### src/rtl/seg_pkg.sv
// Shared constants and frame layout for the seven-segment scan controller.
package seg_pkg;

  localparam int unsigned FRAME_W    = 24;
  localparam int unsigned DIGITS_LSB = 0;
  localparam int unsigned BLANK_LSB  = 16;
  localparam int unsigned DP_LSB     = 20;

  localparam logic [7:0] SEG_OFF = 8'hFF;
  localparam logic [3:0] AN_OFF  = 4'hF;

  // Active-low segment patterns {a,b,c,d,e,f,g,dp}; dp bit left dark.
  localparam logic [15:0][7:0] SEG_LUT = {
    8'h71, 8'h61, 8'h85, 8'h63,  // F E d C
    8'hC1, 8'h11, 8'h09, 8'h01,  // b A 9 8
    8'h1F, 8'h41, 8'h49, 8'h99,  // 7 6 5 4
    8'h0D, 8'h25, 8'h9F, 8'h03   // 3 2 1 0
  };

  // One display frame; field order matches the offsets above.
  typedef struct packed {
    logic [3:0]  dp;
    logic [3:0]  blank;
    logic [15:0] digits;
  } frame_t;

endpackage

### src/rtl/seg_hex_decode.sv
// Nibble to active-low seven-segment pattern with blanking and decimal point.
module seg_hex_decode
  import seg_pkg::*;
(
  input  logic [3:0] nibble,
  input  logic       blank,
  input  logic       dp,
  output logic [7:0] seg_c
);

  // Blanking overrides both the glyph and the decimal point.
  always_comb begin
    seg_c    = SEG_LUT[nibble];
    seg_c[0] = ~dp;
    if (blank) begin
      seg_c = SEG_OFF;
    end
  end

endmodule

### src/rtl/seg_scan_ctrl.sv
// Four-digit common-anode scan controller with a double-buffered frame port.
// Optional build macro: LEADING_ZERO_BLANK_EN (auto-blank leading zero digits 3..1).
module seg_scan_ctrl
  import seg_pkg::*;
#(
  parameter int unsigned DIV = 100000
) (
  input  logic        clk,
  input  logic        rst_n,
  input  logic        en,
  input  logic        upd_valid,
  output logic        upd_ready,
  input  logic [15:0] upd_digits,
  input  logic [3:0]  upd_blank,
  input  logic [3:0]  upd_dp,
  output logic [7:0]  seg,
  output logic [3:0]  an,
  output logic        frame_done
);

  localparam int unsigned CNT_W = (DIV > 1) ? $clog2(DIV) : 1;
  localparam logic [CNT_W-1:0] CNT_LAST = CNT_W'(DIV - 1);

  logic [CNT_W-1:0] cnt;
  logic [1:0]       idx;
  frame_t           disp;
  frame_t           pend;
  logic             tick_c;
  logic             boundary_c;
  logic [3:0]       nib_c;
  logic [3:0]       lz_c;
  logic             blank_c;
  logic             dp_c;
  logic [7:0]       dec_c;

  assign tick_c     = en && (cnt == CNT_LAST);
  assign boundary_c = tick_c && (idx == 2'd3);

  // Prescaler and digit index; both freeze while disabled.
  always_ff @(posedge clk or negedge rst_n) begin
    if (!rst_n) begin
      cnt <= '0;
      idx <= '0;
    end else if (en) begin
      if (tick_c) begin
        cnt <= '0;
        idx <= idx + 2'd1;
      end else begin
        cnt <= cnt + CNT_W'(1);
      end
    end
  end

  // Pending slot: promote at a frame boundary, otherwise accept an offered frame.
  // upd_ready doubles as the "pending empty" flag.
  always_ff @(posedge clk or negedge rst_n) begin
    if (!rst_n) begin
      disp      <= '0;
      pend      <= '0;
      upd_ready <= 1'b1;
    end else if (boundary_c && !upd_ready) begin
      disp      <= pend;
      upd_ready <= 1'b1;
    end else if (upd_valid && upd_ready) begin
      pend      <= '{dp: upd_dp, blank: upd_blank, digits: upd_digits};
      upd_ready <= 1'b0;
    end
  end

  // Leading-zero mask: a digit is dark when it and every higher nibble are zero.
`ifdef LEADING_ZERO_BLANK_EN
  always_comb begin
    lz_c    = '0;
    lz_c[3] = (disp.digits[15:12] == 4'h0);
    lz_c[2] = lz_c[3] && (disp.digits[11:8] == 4'h0);
    lz_c[1] = lz_c[2] && (disp.digits[7:4] == 4'h0);
  end
`else
  always_comb begin
    lz_c = '0;
  end
`endif

  // Select the nibble and attributes of the digit currently being scanned.
  always_comb begin
    nib_c = disp.digits[3:0];
    case (idx)
      2'd0:    nib_c = disp.digits[3:0];
      2'd1:    nib_c = disp.digits[7:4];
      2'd2:    nib_c = disp.digits[11:8];
      default: nib_c = disp.digits[15:12];
    endcase
    blank_c = disp.blank[idx] | lz_c[idx];
    dp_c    = disp.dp[idx];
  end

  seg_hex_decode u_dec (
    .nibble (nib_c),
    .blank  (blank_c),
    .dp     (dp_c),
    .seg_c  (dec_c)
  );

  // Registered display drive and frame boundary pulse.
  always_ff @(posedge clk or negedge rst_n) begin
    if (!rst_n) begin
      an         <= AN_OFF;
      seg        <= SEG_OFF;
      frame_done <= 1'b0;
    end else begin
      frame_done <= boundary_c;
      if (en) begin
        an  <= ~(4'b0001 << idx);
        seg <= dec_c;
      end else begin
        an  <= AN_OFF;
        seg <= SEG_OFF;
      end
    end
  end

endmodule
### config.mk
export PLATFORM = sky130hd
export DESIGN_NAME = seg_scan_ctrl
export DESIGN_NICKNAME = d
export VERILOG_FILES = /design/src/rtl/seg_pkg.sv /design/src/rtl/seg_hex_decode.sv /design/src/rtl/seg_scan_ctrl.sv
export SDC_FILE = /design/constraint.sdc
export NUM_CORES = 1
export LEC_CHECK = 0
export BUFFER_PORTS_ARGS = -buffer_cell sky130_fd_sc_hd__buf_2
export CAP_MARGIN = 30
export CORE_MARGIN = 2
export CORE_UTILIZATION = 50
export CTS_BUF_LIST = sky130_fd_sc_hd__clkbuf_16
export CTS_CLUSTER_DIAMETER = 200
export DETAILED_ROUTE_END_ITERATION = 8
export PLACE_DENSITY_LB_ADDON = 0.08
export SLEW_MARGIN = 20
export SYNTH_ARGS = -nofsm -noshare
export SYNTH_HDL_FRONTEND = slang
export SYNTH_SLANG_ARGS = --single-unit
### constraint.sdc
create_clock -name clk -period 2.85 [get_ports clk]
set_input_delay 0.7125 -clock clk [delete_from_list [all_inputs] [get_ports clk]]
set_output_delay 0.7125 -clock clk [all_outputs]
set_load 0.02 [all_outputs]
==> results of run 1 <==
-- how the worst min path moves through the flow --
| stage | to | startpoint | depth (start not counted) | slack (ns) |
|---|---|---|---|---|
| 4_1_cts | cnt[12] | rst_n | 1 | 0.32 |
| 5_1_grt | cnt[9] | rst_n | 1 | 0.34 |
| 6_report | cnt[12] | rst_n | 1 | 0.31 |
| 3_3_place_gp | cnt[16] | cnt[16] | 1 | 0.47 |
| 3_5_place_dp | disp[0] | pend[0] | 1 | 0.47 |
| 2_1_floorplan | cnt[0] | rst_n | 0 | 0.42 |
-- synthesized netlist by cell type, drive strengths merged (3+ instances only) --
master | count | area share [%]
mux2i | 6 | 1.7
a211oi | 3 | 0.62
xnor2 | 6 | 1.5
o21ai | 4 | 0.56
xor2 | 9 | 2.2
and2 | 3 | 0.52
mux2 | 49 | 15
dfrtp | 68 | 47
clkbuf | 6 | 0.62
buf | 4 | 0.87
nand3 | 5 | 0.69
nor2 | 10 | 1.1
a22o | 3 | 0.73
inv | 13 | 1.4
or3 | 3 | 0.52
nor2b | 4 | 0.69
ha | 11 | 3.8
nand2 | 13 | 1.4
and4 | 3 | 0.73
nand4 | 5 | 0.87
dfstp | 13 | 9.5
a21oi | 5 | 0.69
a22oi | 3 | 0.62
-- kinds of logic after synthesis --
kind of cell	Yosys count	share of synthesized area [%]
xor+xnor	15	3.64
flops	81	56.7
compound gates	30	5.97
fa+ha+maj	11	3.82
mux	57	18.2
simple gates	56	8.85
buf+inv	23	2.85
-- flip-flops by register name, indices dropped and copies added (netlist names) --
name and flops:
disp 24, pend 24, cnt 17, seg 8
an 4, idx 2, frame_done 1, upd_ready 1
-- routing by layer --
metal / wire, µm / part of all wire, %
met5: 0 / 0
met4: 114 / 1.8
met3: 289 / 4.5
met2: 2900 / 46
met1: 3060 / 48
-- worst max-delay path, delay by kind of cell (launching register included) --
| kind | cells | cell delay (ns) |
|---|---|---|
| compound gates | 5 | 1.20 |
| fa+ha+maj | 2 | 0.52 |
| flops | 1 | 0.45 |
| buf+inv | 3 | 0.33 |
-- area by class of cell --
class                      instances  area share [%]
timing repair buffer              47            6.19
tap                               96            2.80
clock buffer                       9            5.26
multi-input combinational        169            34.2
sequential                        81            47.7
clock inverter                     7            2.75
inverter                          13            1.14
-- stage by stage --
| stage | utilization (%) | power (mW) | worst slack, ns | cells |
|---|---|---|---|---|
| 6_report | 62.4 | 2.67 | 0.233 | 422 |
| 2_1_floorplan | - | 1.32 | 0.498 | 273 |
| 4_1_cts | 62.3 | 2.70 | 0.228 | 422 |
| 3_3_place_gp | 57.3 | 1.38 | 0.413 | 406 |
| 5_1_grt | 62.4 | 2.78 | 0.0231 | 422 |
| 3_5_place_dp | 57.3 | 1.39 | 0.246 | 406 |
-- where the power goes --
part	leakage, nW	switching [mW]	internal, mW
Clock	0.170	0.449	0.856
Sequential	1.07	0.0422	1.19
Combinational	0.917	0.0722	0.0582
Total	2.16	0.563	2.11
==> impl_results.html, run 1 <==
<table>
<tr><th>Metric</th><th>Value</th></tr>
<tr><th colspan="2">Synthesis</th></tr>
<tr><td>Netlist Area Pre-Place</td><td>3610 µm²</td></tr>
<tr><td>FFs w/ async S/R, synth</td><td>100%</td></tr>
<tr><td>Synth Register Bits</td><td>81</td></tr>
<tr><td>Most common flop cell mapped by yosys</td><td>dfrtp_1</td></tr>
<tr><td>EDFF count, synth</td><td>0</td></tr>
<tr><td>Distinct cell type count of the synthesized netlist</td><td>44</td></tr>
<tr><td>Per-instance average area after synthesis</td><td>13.2 µm²</td></tr>
<tr><td>Count of synthesis-stage warnings from yosys</td><td>0</td></tr>
<tr><td>Number of nets produced by synthesis</td><td>312</td></tr>
<tr><td>Sequential fraction of the synthesis area</td><td>56.7%</td></tr>
<tr><td>Post-Syn Instances</td><td>273</td></tr>
<tr><th colspan="2">Power and ir drop</th></tr>
<tr><td>Worst IR Drop VDD</td><td>0.421 mV</td></tr>
<tr><td>Standby leakage power</td><td>2.16 nW</td></tr>
<tr><td>Power Dens Cells</td><td>624 nW/µm²</td></tr>
<tr><th colspan="2">Placed design</th></tr>
<tr><td>Final estimated routing congestion in global placement</td><td>0.806</td></tr>
<tr><td>Standard cell area after detailed placement</td><td>3940 µm²</td></tr>
<tr><td>Post-detail-place hpwl</td><td>4490 µm</td></tr>
<tr><td>I/O Buffers</td><td>41</td></tr>
<tr><th colspan="2">Setup path</th></tr>
<tr><td>Cell-by-cell listing of the critical path</td><td>inv_1 &gt; ha_1 &gt; a222oi_1 &gt; a21oi_2 &gt; inv_1 &gt; ha_1 &gt; inv_1 &gt; a211oi_1 &gt; a2111oi_0 &gt; a31oi_1</td></tr>
<tr><td>Critical path's largest stage delay</td><td>0.49 ns</td></tr>
<tr><td>Arrival time of data at the critical path endpoint</td><td>2.84 ns</td></tr>
<tr><td>Critical path type</td><td>flip-flop to flip-flop</td></tr>
<tr><td>Worst reg2reg path endpoint</td><td>seg[4]</td></tr>
<tr><td>Critical path endpoint category</td><td>flip-flop</td></tr>
<tr><td>Register-to-Register Setup Slack</td><td>0.23 ns</td></tr>
<tr><td>Crit start category</td><td>flip-flop</td></tr>
<tr><td>Worst setup endpoint</td><td>seg[4]</td></tr>
<tr><td>Worst-path cell with the longest stage delay</td><td>a2111oi_0</td></tr>
<tr><td>Startpoint of the worst setup timing path</td><td>idx[0]</td></tr>
<tr><td>Data required time at the worst endpoint</td><td>3.07 ns</td></tr>
<tr><td>Library cell appearing most often on the critical path</td><td>inv_1</td></tr>
<tr><td>Number of cell instances on the worst register-to-register path</td><td>10</td></tr>
<tr><td>Biggest fanout along the worst timing path</td><td>5</td></tr>
<tr><td>Start of the worst register-to-register path</td><td>idx[0]</td></tr>
<tr><th colspan="2">Route</th></tr>
<tr><td>Number of violations reported at the end of detailed-routing iteration 0</td><td>124</td></tr>
<tr><td>WL final</td><td>6360 µm</td></tr>
<tr><td>Length of the first detailed-routing pass in iterations</td><td>4</td></tr>
<tr><td>Via total after detailed routing</td><td>2260</td></tr>
<tr><td>Antenna viol nets, final</td><td>0</td></tr>
<tr><td>Final routed wire length divided by cell count</td><td>15.1 µm</td></tr>
<tr><td>Remaining design rule violation count</td><td>0</td></tr>
<tr><td>Detailed-route vias per instance</td><td>5.36</td></tr>
<tr><th colspan="2">Outcome</th></tr>
<tr><td>Run status</td><td>finished, final reports clean</td></tr>
<tr><th colspan="2">Clock tree</th></tr>
<tr><td>Clock tree from TritonCTS</td><td>yes</td></tr>
<tr><td>Buffer depth of the longest clock path</td><td>2</td></tr>
<tr><td>Clock buffer count from CTS</td><td>9</td></tr>
<tr><td>Maximum level of the CTS H-tree</td><td>3</td></tr>
<tr><td>Clock slew seen by the registers of the worst setup and hold paths</td><td>0.06 ns</td></tr>
<tr><td>Later-pin clock latency in the skew report</td><td>0.33 ns</td></tr>
<tr><td>Number of gates resized after CTS</td><td>0</td></tr>
<tr><td>Master cell of the clock root buffer</td><td>clkbuf_16</td></tr>
<tr><td>Num Clock Sinks</td><td>81</td></tr>
<tr><td>Quantity of hold-fixing buffers added after cts</td><td>0</td></tr>
<tr><td>Buffers inserted during post-CTS setup optimization</td><td>0</td></tr>
<tr><th colspan="2">Floorplan</th></tr>
<tr><td>I/O pins</td><td>42</td></tr>
<tr><td>Horiz. Die Dim</td><td>88.9 µm</td></tr>
<tr><td>Site Rows</td><td>30</td></tr>
<tr><td>Floorplan core area</td><td>6870 µm²</td></tr>
<tr><td>Initial cell density of the core</td><td>52.5%</td></tr>
<tr><td>Chip Height</td><td>88.9 µm</td></tr>
<tr><td>Die Outline Area</td><td>7910 µm²</td></tr>
<tr><th colspan="2">Worst hold path</th></tr>
<tr><td>Hold/Removal Path Class</td><td>primary input to asynchronous set/reset pin</td></tr>
<tr><th colspan="2">Job</th></tr>
<tr><td>Number of maximum-capacitance violations</td><td>0</td></tr>
<tr><th colspan="2">STA</th></tr>
<tr><td>Setup TNS</td><td>0 ns</td></tr>
<tr><td>Finish-stage setup viols</td><td>0</td></tr>
<tr><td>Final hold slack</td><td>0.311 ns</td></tr>
<tr><td>Rel. slew slack</td><td>45.1%</td></tr>
<tr><td>Final Max Slew Viols</td><td>0</td></tr>
<tr><td>RSZ-0062 raised after global routing</td><td>false</td></tr>
<tr><td>Crit share post-route</td><td>91.8%</td></tr>
<tr><td>Slew at the pin closest to its max-slew limit</td><td>0.824 ns</td></tr>
<tr><td>Min Clock Period, post-route</td><td>2.62 ns</td></tr>
<tr><td>Achievable clock frequency</td><td>0.382 GHz</td></tr>
<tr><td>Skew final</td><td>0.00492 ns</td></tr>
<tr><td>Hold Vio Cnt, Final</td><td>0</td></tr>
<tr><th colspan="2">Global route</th></tr>
<tr><td>First-pass GRT wire length</td><td>10800 µm</td></tr>
<tr><td>Global-route usage over all layers</td><td>18.1%</td></tr>
<tr><td>Leftover overflow at the end of global routing</td><td>0</td></tr>
<tr><td>Via count of the first global-routing pass</td><td>2165</td></tr>
<tr><td>Met3 global-route usage</td><td>4.80%</td></tr>
<tr><td>Routing layer with the top usage in global route</td><td>met2</td></tr>
<tr><td>Met2 track demand over resource</td><td>26.5%</td></tr>
<tr><td>M1 GR Usage</td><td>25.6%</td></tr>
<tr><td>Pin count of the biggest net entering global routing</td><td>51</td></tr>
<tr><td>Initial antenna violation count</td><td>0</td></tr>
<tr><th colspan="2">Finish</th></tr>
<tr><td>Total area of multi-input combinational cells</td><td>1460 µm²</td></tr>
<tr><td>Share of final-layout standard cells stronger than drive strength 1</td><td>34.0%</td></tr>
<tr><td>Fill cell total of the finished layout</td><td>538</td></tr>
<tr><td>Layout Cell Area excl Fill</td><td>4280 µm²</td></tr>
<tr><td>N_diodes</td><td>0</td></tr>
<tr><td>Most frequent cells in the layout</td><td>dfrtp_1 (68), buf_2 (40), mux2_2 (30), mux2_1 (19)</td></tr>
<tr><td>P&amp;R area growth vs syn</td><td>18.8%</td></tr>
<tr><td>Leading cell type in the layout, fill and taps excluded</td><td>dfrtp_1</td></tr>
<tr><td>Footprint of the flip-flops and latches</td><td>2040 µm²</td></tr>
<tr><td># nets final</td><td>360</td></tr>
</table>
Power figures use the tool's default switching activity.
==> inputs of run 2 (changes only) <==
- REMOVE_ABC_BUFFERS: default -> 1
==> impl_results.html, run 2 (synthesized netlist as in run 1, its figures left out) <==
<table>
<tr><th>Metric</th><th>Value</th></tr>
<tr><th colspan="2">Route</th></tr>
<tr><td>Detailed-route vias per instance</td><td>5.26 (-1.8%)</td></tr>
<tr><td>Via total after detailed routing</td><td>2213 (-2.1%)</td></tr>
<tr><td>Length of the first detailed-routing pass in iterations</td><td>5 (+1)</td></tr>
<tr><td>Number of violations reported at the end of detailed-routing iteration 0</td><td>101 (-19%)</td></tr>
<tr><td>Final routed wire length divided by cell count</td><td>14.5 µm (-3.5%)</td></tr>
<tr><td>Remaining design rule violation count</td><td>0 (unchanged)</td></tr>
<tr><td>WL final</td><td>6120 µm (-3.7%)</td></tr>
<tr><td>Antenna viol nets, final</td><td>0 (unchanged)</td></tr>
<tr><th colspan="2">STA</th></tr>
<tr><td>Achievable clock frequency</td><td>0.395 GHz (+3.3%)</td></tr>
<tr><td>Finish-stage setup viols</td><td>0 (unchanged)</td></tr>
<tr><td>Crit share post-route</td><td>88.9% (-2.9 points)</td></tr>
<tr><td>Final Max Slew Viols</td><td>0 (unchanged)</td></tr>
<tr><td>Rel. slew slack</td><td>49.8% (+4.7 points)</td></tr>
<tr><td>Min Clock Period, post-route</td><td>2.53 ns (-0.0839 ns)</td></tr>
<tr><td>Setup TNS</td><td>0 ns (unchanged)</td></tr>
<tr><td>Skew final</td><td>0.00434 ns (-0.000582 ns)</td></tr>
<tr><td>Hold Vio Cnt, Final</td><td>0 (unchanged)</td></tr>
<tr><td>Post-route worst setup slack</td><td>0.317 ns (+0.0839 ns)</td></tr>
<tr><td>Slew at the pin closest to its max-slew limit</td><td>0.753 ns (-0.0707 ns)</td></tr>
<tr><td>RSZ-0062 raised after global routing</td><td>false</td></tr>
<tr><th colspan="2">Setup path</th></tr>
<tr><td>Start of the worst register-to-register path</td><td>idx[0]</td></tr>
<tr><td>Worst reg2reg path endpoint</td><td>seg[4]</td></tr>
<tr><td>Register-to-Register Setup Slack</td><td>0.32 ns (+0.08 ns)</td></tr>
<tr><td>Critical path type</td><td>flip-flop to flip-flop</td></tr>
<tr><td>Kind of cell adding the most delay to the critical path</td><td>compound AO/OA/AOI/OAI gates</td></tr>
<tr><td>Data required time at the worst endpoint</td><td>3.07 ns (about the same)</td></tr>
<tr><td>Crit start category</td><td>flip-flop</td></tr>
<tr><td>Biggest fanout along the worst timing path</td><td>5 (unchanged)</td></tr>
<tr><td>Cell-by-cell listing of the critical path</td><td>inv_1 &gt; ha_1 &gt; a222oi_1 &gt; a21oi_2 &gt; inv_1 &gt; ha_1 &gt; inv_1 &gt; a211oi_1 &gt; a2111oi_1 &gt; a31oi_1</td></tr>
<tr><td>Count of buffer and inverter cells on the critical path</td><td>3 (unchanged)</td></tr>
<tr><td>Library cell appearing most often on the critical path</td><td>inv_1</td></tr>
<tr><td>Number of cell instances on the worst register-to-register path</td><td>10 (unchanged)</td></tr>
<tr><td>Critical path's largest stage delay</td><td>0.46 ns (-0.03 ns)</td></tr>
<tr><td>Worst-path cell with the longest stage delay</td><td>dfrtp_1</td></tr>
<tr><td>Arrival time of data at the critical path endpoint</td><td>2.76 ns (-0.08 ns)</td></tr>
<tr><td>Critical path endpoint category</td><td>flip-flop</td></tr>
<tr><th colspan="2">Power and ir drop</th></tr>
<tr><td>Switching Share</td><td>22.7% (+1.7 points)</td></tr>
<tr><td>Power Total</td><td>2.51 mW (-6.2%)</td></tr>
<tr><td>Reg power frac</td><td>49.3% (+3.0 points)</td></tr>
<tr><td>Comb pwr share</td><td>5.1% (+0.2 points)</td></tr>
<tr><td>Part of the power in the clock network</td><td>45.6% (-3.2 points)</td></tr>
<tr><td>Standby leakage power</td><td>2.12 nW (-1.7%)</td></tr>
<tr><td>Int Pwr</td><td>1.94 mW (-8.2%)</td></tr>
<tr><td>Net switching power</td><td>0.570 mW (+1.2%)</td></tr>
<tr><td>Worst IR Drop VDD</td><td>0.339 mV (-19%)</td></tr>
<tr><td>Power Dens Cells</td><td>591 nW/µm² (-5.2%)</td></tr>
<tr><th colspan="2">Clock tree</th></tr>
<tr><td>Master cell of the clock root buffer</td><td>clkbuf_16</td></tr>
<tr><td>Clock slew seen by the registers of the worst setup and hold paths</td><td>0.06 ns (about the same)</td></tr>
<tr><td>Clock tree from TritonCTS</td><td>yes</td></tr>
<tr><td>Buffer depth of the longest clock path</td><td>2 (unchanged)</td></tr>
<tr><td>Later-pin clock latency in the skew report</td><td>0.33 ns (about the same)</td></tr>
<tr><td>Buffers inserted during post-CTS setup optimization</td><td>0 (unchanged)</td></tr>
<tr><td>Clock buffer count from CTS</td><td>9 (unchanged)</td></tr>
<tr><td>Num Clock Sinks</td><td>81 (unchanged)</td></tr>
<tr><td>Maximum level of the CTS H-tree</td><td>3 (unchanged)</td></tr>
<tr><th colspan="2">Finish</th></tr>
<tr><td>Fill cell total of the finished layout</td><td>560 (+4.1%)</td></tr>
<tr><td># nets final</td><td>359 (-0.28%)</td></tr>
<tr><td>Leading cell type in the layout, fill and taps excluded</td><td>dfrtp_1</td></tr>
<tr><td>N_diodes</td><td>0 (unchanged)</td></tr>
<tr><td>Most frequent cells in the layout</td><td>dfrtp_1 (68), buf_2 (40), mux2_2 (30), mux2_1 (19)</td></tr>
<tr><td>Largest registers</td><td>disp (24), pend (24), cnt (17)</td></tr>
<tr><td>P&amp;R area growth vs syn</td><td>17.6%</td></tr>
<tr><td>Share of final-layout standard cells stronger than drive strength 1</td><td>33.8% (-0.20 points)</td></tr>
<tr><th colspan="2">Worst hold path</th></tr>
<tr><td>Hold/Removal Path Class</td><td>primary input to asynchronous set/reset pin</td></tr>
<tr><th colspan="2">Outcome</th></tr>
<tr><td>Run status</td><td>finished, final reports clean</td></tr>
<tr><th colspan="2">Floorplan</th></tr>
<tr><td>Floorplan core area</td><td>6870 µm² (unchanged)</td></tr>
<tr><td>I/O pins</td><td>42 (unchanged)</td></tr>
<tr><td>Horiz. Die Dim</td><td>88.9 µm (unchanged)</td></tr>
<tr><td>Die Outline Area</td><td>7910 µm² (unchanged)</td></tr>
<tr><td>Site Rows</td><td>30 (unchanged)</td></tr>
<tr><td>Initial cell density of the core</td><td>52.5% (unchanged)</td></tr>
<tr><td>Chip Height</td><td>88.9 µm (unchanged)</td></tr>
<tr><th colspan="2">Global route</th></tr>
<tr><td>Global-route usage over all layers</td><td>17.6% (-0.51 points)</td></tr>
<tr><td>First-pass GRT wire length</td><td>10500 µm (-2.8%)</td></tr>
<tr><td>Pin count of the biggest net entering global routing</td><td>49 (-3.9%)</td></tr>
<tr><td>Initial antenna violation count</td><td>0 (unchanged)</td></tr>
<tr><td>Leftover overflow at the end of global routing</td><td>0 (unchanged)</td></tr>
<tr><td>Via count of the first global-routing pass</td><td>2174 (+0.42%)</td></tr>
<tr><th colspan="2">Job</th></tr>
<tr><td>Number of maximum-capacitance violations</td><td>0 (unchanged)</td></tr>
<tr><th colspan="2">Placed design</th></tr>
<tr><td>Dpl ws</td><td>0.190 ns (-0.0560 ns)</td></tr>
<tr><td>I/O Buffers</td><td>41 (unchanged)</td></tr>
<tr><td>Post-detail-place hpwl</td><td>4350 µm (-3.1%)</td></tr>
<tr><td>Final estimated routing congestion in global placement</td><td>0.771 (-4.3%)</td></tr>
</table>
-- run 2: worst max path at each step --
stage                        from       to  slack, ns  cells after the start
after floorplan           cnt[11]  disp[1]       0.16                      4
after global placement     idx[0]   seg[4]       0.20                      9
after detailed placement   idx[0]   seg[4]       0.19                      9
after CTS                  idx[0]   seg[4]       0.17                      9
after global routing       idx[0]   seg[4]       0.02                     10
final                      idx[0]   seg[4]       0.32                     10
-- run 2: timing repair --
item                       4_1_cts  5_1_grt
hold buffers                     0        0
setup endpoints to repair        0        2
gates resized for setup          0        2
-- run 2: power groups by stage --
stage               clock network (mW)  registers [mW]  logic [mW]
floorplan                            0            1.25      0.0613
finish                            1.14            1.24       0.128
CTS                               1.18            1.24       0.131
global placement                     0            1.25       0.129
global route                      1.23            1.24       0.146
detailed placement                   0            1.26       0.130
-- run 2: area by class of cell --
class,instances,area (µm²),area share [%]
Sequential cell,81,2040,48.2
Timing Repair Buffer,46,258,6.08
Clock buffer,9,225,5.31
Clock inverter,7,78.8,1.86
Multi-Input combinational cell,169,1470,34.6
Inverter,13,48.8,1.15
Tap cell,96,120,2.83
-- run 2: per-layer routing --
metal / wire (µm) / part of all wire (%) / vias to the layer above / GRT usage (%)
met5: 0 / 0 / - / 0
met3: 231 / 3.8 / 12 / 3.60
met2: 2830 / 46 / 46 / 26.2
li1: - / - / 1073 / -
met1: 2920 / 48 / 1082 / 24.6
met4: 133 / 2.2 / 0 / 8.95
-- run 2: per-stage QoR --
stage / hold slack, ns / cells / util (%) / instance area, µm²
CTS: 0.332 / 421 / 61.6 / 4230
global route: 0.350 / 421 / 61.7 / 4240
finish: 0.328 / 421 / 61.7 / 4240
floorplan: 0.417 / 263 / - / 3550
global placement: 0.464 / 405 / 57.2 / 3930
detailed placement: 0.473 / 405 / 57.2 / 3930
-- run 2: worst register-to-register path, cell delays in order, from the launching register on --
cell	delay, ns
dfrtp_1	0.46
inv_1	0.12
ha_1	0.28
a222oi_1	0.46
a21oi_2	0.18
inv_1	0.16
ha_1	0.25
inv_1	0.05
a211oi_1	0.04
a2111oi_1	0.36
a31oi_1	0.08
==> inputs of run 3 (changes only) <==
- ABC_AREA: default -> 1
==> impl_results.html, run 3 <==
<table>
<tr><th>Metric</th><th>Value</th></tr>
<tr><th colspan="2">Placed design</th></tr>
<tr><td>Standard cell area after detailed placement</td><td>4280 µm² (+8.9%)</td></tr>
<tr><td>Final estimated routing congestion in global placement</td><td>0.827 (+7.2%)</td></tr>
<tr><td>Dpl ws</td><td>0.715 ns (+0.525 ns)</td></tr>
<tr><td>Post-detail-place hpwl</td><td>5570 µm (+28%)</td></tr>
<tr><td>I/O Buffers</td><td>41 (unchanged)</td></tr>
<tr><th colspan="2">Synthesis</th></tr>
<tr><td>Count of synthesis-stage warnings from yosys</td><td>0 (unchanged)</td></tr>
<tr><td>Post-Syn Instances</td><td>491 (+80%)</td></tr>
<tr><td>Biggest area contributors in the synthesized netlist</td><td>dfrtp_1 (43%), nand2_1 (19%), dfstp_2 (8.5%)</td></tr>
<tr><td>Netlist Area Pre-Place</td><td>4000 µm² (+11%)</td></tr>
<tr><td>Top cell type's share of synthesized area</td><td>42.6% (-4.6 points)</td></tr>
<tr><td>EDFF count, synth</td><td>0 (unchanged)</td></tr>
<tr><td>Biggest area consumer among synthesized cells</td><td>dfrtp_1</td></tr>
<tr><td>Most numerous cell types in the synthesized netlist</td><td>nand2_1 (203), dfrtp_1 (68), nor2_1 (39)</td></tr>
<tr><td>Distinct cell type count of the synthesized netlist</td><td>32 (-27%)</td></tr>
<tr><td>Top-count cell post-synth</td><td>nand2_1</td></tr>
<tr><td>Per-instance average area after synthesis</td><td>8.14 µm² (-38%)</td></tr>
<tr><td>Synth Register Bits</td><td>81 (unchanged)</td></tr>
<tr><td>FFs w/ async S/R, synth</td><td>100% (unchanged)</td></tr>
<tr><td>Sequential fraction of the synthesis area</td><td>51.1% (-5.5 points)</td></tr>
<tr><td>Most common flop cell mapped by yosys</td><td>dfrtp_1</td></tr>
<tr><th colspan="2">Finish</th></tr>
<tr><td>Largest registers</td><td>disp (24), pend (24), cnt (17)</td></tr>
<tr><td>P&amp;R area growth vs syn</td><td>14.1%</td></tr>
<tr><td>Leading cell type in the layout, fill and taps excluded</td><td>nand2_1</td></tr>
<tr><td>Most frequent cells in the layout</td><td>nand2_1 (203), dfrtp_1 (68), buf_2 (40), nor2_1 (39), inv_1 (31)</td></tr>
<tr><td># nets final</td><td>571 (+59%)</td></tr>
<tr><td>Layout Cell Area excl Fill</td><td>4560 µm² (+7.5%)</td></tr>
<tr><td>N_diodes</td><td>0 (unchanged)</td></tr>
<tr><td>Share of final-layout standard cells stronger than drive strength 1</td><td>17.9% (-16 points)</td></tr>
<tr><th colspan="2">Worst hold path</th></tr>
<tr><td>Hold/Removal Path Class</td><td>primary input to asynchronous set/reset pin</td></tr>
<tr><th colspan="2">Clock tree</th></tr>
<tr><td>Maximum level of the CTS H-tree</td><td>3 (unchanged)</td></tr>
<tr><td>Master cell of the clock root buffer</td><td>clkbuf_16</td></tr>
<tr><td>Quantity of hold-fixing buffers added after cts</td><td>0 (unchanged)</td></tr>
<tr><td>Number of gates resized after CTS</td><td>0 (unchanged)</td></tr>
<tr><td>Clock buffer count from CTS</td><td>9 (unchanged)</td></tr>
<tr><td>Clock slew seen by the registers of the worst setup and hold paths</td><td>0.06 ns (about the same)</td></tr>
<tr><td>Buffer depth of the longest clock path</td><td>2 (unchanged)</td></tr>
<tr><td>Later-pin clock latency in the skew report</td><td>0.33 ns (about the same)</td></tr>
<tr><td>Num Clock Sinks</td><td>81 (unchanged)</td></tr>
<tr><td>Buffers inserted during post-CTS setup optimization</td><td>0 (unchanged)</td></tr>
<tr><td>Clock tree from TritonCTS</td><td>yes</td></tr>
<tr><th colspan="2">STA</th></tr>
<tr><td>Final Max Slew Viols</td><td>0 (unchanged)</td></tr>
<tr><td>Hold Vio Cnt, Final</td><td>0 (unchanged)</td></tr>
<tr><td>Finish-stage setup viols</td><td>0 (unchanged)</td></tr>
<tr><td>Min Clock Period, post-route</td><td>2.19 ns (-0.346 ns)</td></tr>
<tr><td>Achievable clock frequency</td><td>0.457 GHz (+16%)</td></tr>
<tr><td>Slew at the pin closest to its max-slew limit</td><td>0.501 ns (-0.252 ns)</td></tr>
<tr><td>RSZ-0062 raised after global routing</td><td>false</td></tr>
<tr><td>Rel. slew slack</td><td>66.6% (+17 points)</td></tr>
<tr><td>Skew final</td><td>0.00691 ns (+0.00257 ns)</td></tr>
<tr><td>Post-route worst setup slack</td><td>0.663 ns (+0.346 ns)</td></tr>
<tr><td>Setup TNS</td><td>0 ns (unchanged)</td></tr>
<tr><td>Crit share post-route</td><td>76.7% (-12 points)</td></tr>
<tr><th colspan="2">Outcome</th></tr>
<tr><td>Run status</td><td>finished, final reports clean</td></tr>
<tr><th colspan="2">Setup path</th></tr>
<tr><td>Start of the worst register-to-register path</td><td>idx[0]</td></tr>
<tr><td>Critical path type</td><td>flip-flop to flip-flop</td></tr>
<tr><td>Arrival time of data at the critical path endpoint</td><td>2.44 ns (-0.32 ns)</td></tr>
<tr><td>Crit start category</td><td>flip-flop</td></tr>
<tr><td>Register-to-Register Setup Slack</td><td>0.66 ns (+0.35 ns)</td></tr>
<tr><td>Data required time at the worst endpoint</td><td>3.10 ns (+0.03 ns)</td></tr>
<tr><td>Number of cell instances on the worst register-to-register path</td><td>12 (+2)</td></tr>
<tr><td>Critical path endpoint category</td><td>flip-flop</td></tr>
<tr><td>Biggest fanout along the worst timing path</td><td>8 (+3)</td></tr>
<tr><td>Worst reg2reg path endpoint</td><td>seg[6]</td></tr>
<tr><th colspan="2">Route</th></tr>
<tr><td>Remaining design rule violation count</td><td>0 (unchanged)</td></tr>
<tr><td>Detailed-route vias per instance</td><td>5.04 (-4.2%)</td></tr>
<tr><td>Number of violations reported at the end of detailed-routing iteration 0</td><td>163 (+61%)</td></tr>
<tr><td>Final routed wire length divided by cell count</td><td>12.5 µm (-14%)</td></tr>
<tr><td>WL final</td><td>7990 µm (+30%)</td></tr>
<tr><td>Antenna viol nets, final</td><td>0 (unchanged)</td></tr>
<tr><td>Via total after detailed routing</td><td>3213 (+45%)</td></tr>
<tr><td>Length of the first detailed-routing pass in iterations</td><td>4 (-1)</td></tr>
<tr><th colspan="2">Global route</th></tr>
<tr><td>Initial antenna violation count</td><td>0 (unchanged)</td></tr>
<tr><td>Via count of the first global-routing pass</td><td>3146 (+45%)</td></tr>
<tr><td>Leftover overflow at the end of global routing</td><td>0 (unchanged)</td></tr>
<tr><td>First-pass GRT wire length</td><td>14700 µm (+40%)</td></tr>
<tr><td>Global-route usage over all layers</td><td>21.1% (+3.5 points)</td></tr>
<tr><td>Pin count of the biggest net entering global routing</td><td>45 (-8.2%)</td></tr>
<tr><th colspan="2">Floorplan</th></tr>
<tr><td>Initial cell density of the core</td><td>51.7% (-0.78 points)</td></tr>
<tr><td>Site Rows</td><td>32 (+6.7%)</td></tr>
<tr><td>I/O pins</td><td>42 (unchanged)</td></tr>
<tr><td>Horiz. Die Dim</td><td>93.4 µm (+5.0%)</td></tr>
<tr><td>Chip Height</td><td>93.4 µm (+5.0%)</td></tr>
<tr><td>Floorplan core area</td><td>7730 µm² (+12%)</td></tr>
<tr><td>Die Outline Area</td><td>8720 µm² (+10%)</td></tr>
<tr><th colspan="2">Power and ir drop</th></tr>
<tr><td>Standby leakage power</td><td>2.41 nW (+14%)</td></tr>
<tr><td>Power Total</td><td>2.84 mW (+13%)</td></tr>
<tr><td>Power Dens Cells</td><td>624 nW/µm² (+5.5%)</td></tr>
<tr><td>Worst IR Drop VDD</td><td>0.391 mV (+15%)</td></tr>
<tr><th colspan="2">Job</th></tr>
<tr><td>Number of maximum-capacitance violations</td><td>0 (unchanged)</td></tr>
</table>
-- run 3: cells by family (layout without fill, tap and decap cells) --
group / count (synthesis) / count (layout) / share of synthesized area [%]
adders and majority gates: 11 / 11 / 3.44
and+or+nand+nor: 321 / 321 / 35.5
xor gates and xnor gates: 5 / 5 / 1.10
DFF: 81 / 81 / 51.1
buffers and inverters: 55 / 100 / 6.26
AOI/OAI and AO/OA: 18 / 18 / 2.57
-- run 3: how the worst max path moves through the flow --
| stage | from | to | slack [ns] | depth (start not counted) |
|---|---|---|---|---|
| floorplan | idx[0] | seg[6] | 0.53 | 11 |
| global placement | en | disp[3] | 0.75 | 8 |
| detailed placement | idx[0] | seg[4] | 0.72 | 12 |
| CTS | idx[0] | seg[4] | 0.67 | 12 |
| global route | idx[0] | seg[6] | 0.42 | 12 |
| finish | idx[0] | seg[6] | 0.66 | 12 |
-- run 3: critical path, cell delays in order (launching register included) --
cell     delay [ns]
dfrtp_1        0.45
inv_1          0.20
ha_1           0.27
nand2_1        0.08
nand2_1        0.06
nor2_1         0.04
nor2_1         0.24
inv_1          0.17
ha_1           0.32
inv_1          0.05
nor2_1         0.04
a21oi_1        0.13
nand2_1        0.07
-- run 3: metal layers --
| layer | share of wire, % | vias up | track usage (%) | routed length, µm |
|---|---|---|---|---|
| li1 | - | 1636 | - | - |
| met1 | 50 | 1515 | 29.5 | 4000 |
| met2 | 45 | 58 | 32.7 | 3630 |
| met3 | 3.6 | 4 | 4.35 | 285 |
| met4 | 0.86 | 0 | 7.60 | 69 |
| met5 | 0 | - | 0 | 0 |
-- run 3: cell type report --
type	count	area, µm²
Inverter	39	148
Sequential cell	81	2040
Fill cell	705	3170
Tap cell	102	128
Timing Repair Buffer	46	258
Clock inverter	6	53.8
Clock buffer	9	225
Multi-Input combinational cell	355	1700
-- run 3: through the flow --
stage	std cells	hold WS (ns)	utilization, %
2_1_floorplan	475	0.417	-
3_3_place_gp	623	0.450	55.4
3_5_place_dp	623	0.457	55.4
4_1_cts	638	0.372	59.0
5_1_grt	638	0.391	59.0
6_report	638	0.351	59.0
-- run 3: report_power, final --
| group | total [mW] | switching [mW] | internal, mW | leakage, nW |
|---|---|---|---|---|
| Sequential | 1.43 | 0.114 | 1.31 | 1.01 |
| Clock | 1.09 | 0.428 | 0.662 | 0.141 |
| Combinational | 0.328 | 0.204 | 0.124 | 1.27 |
| Total | 2.84 | 0.746 | 2.10 | 2.41 |
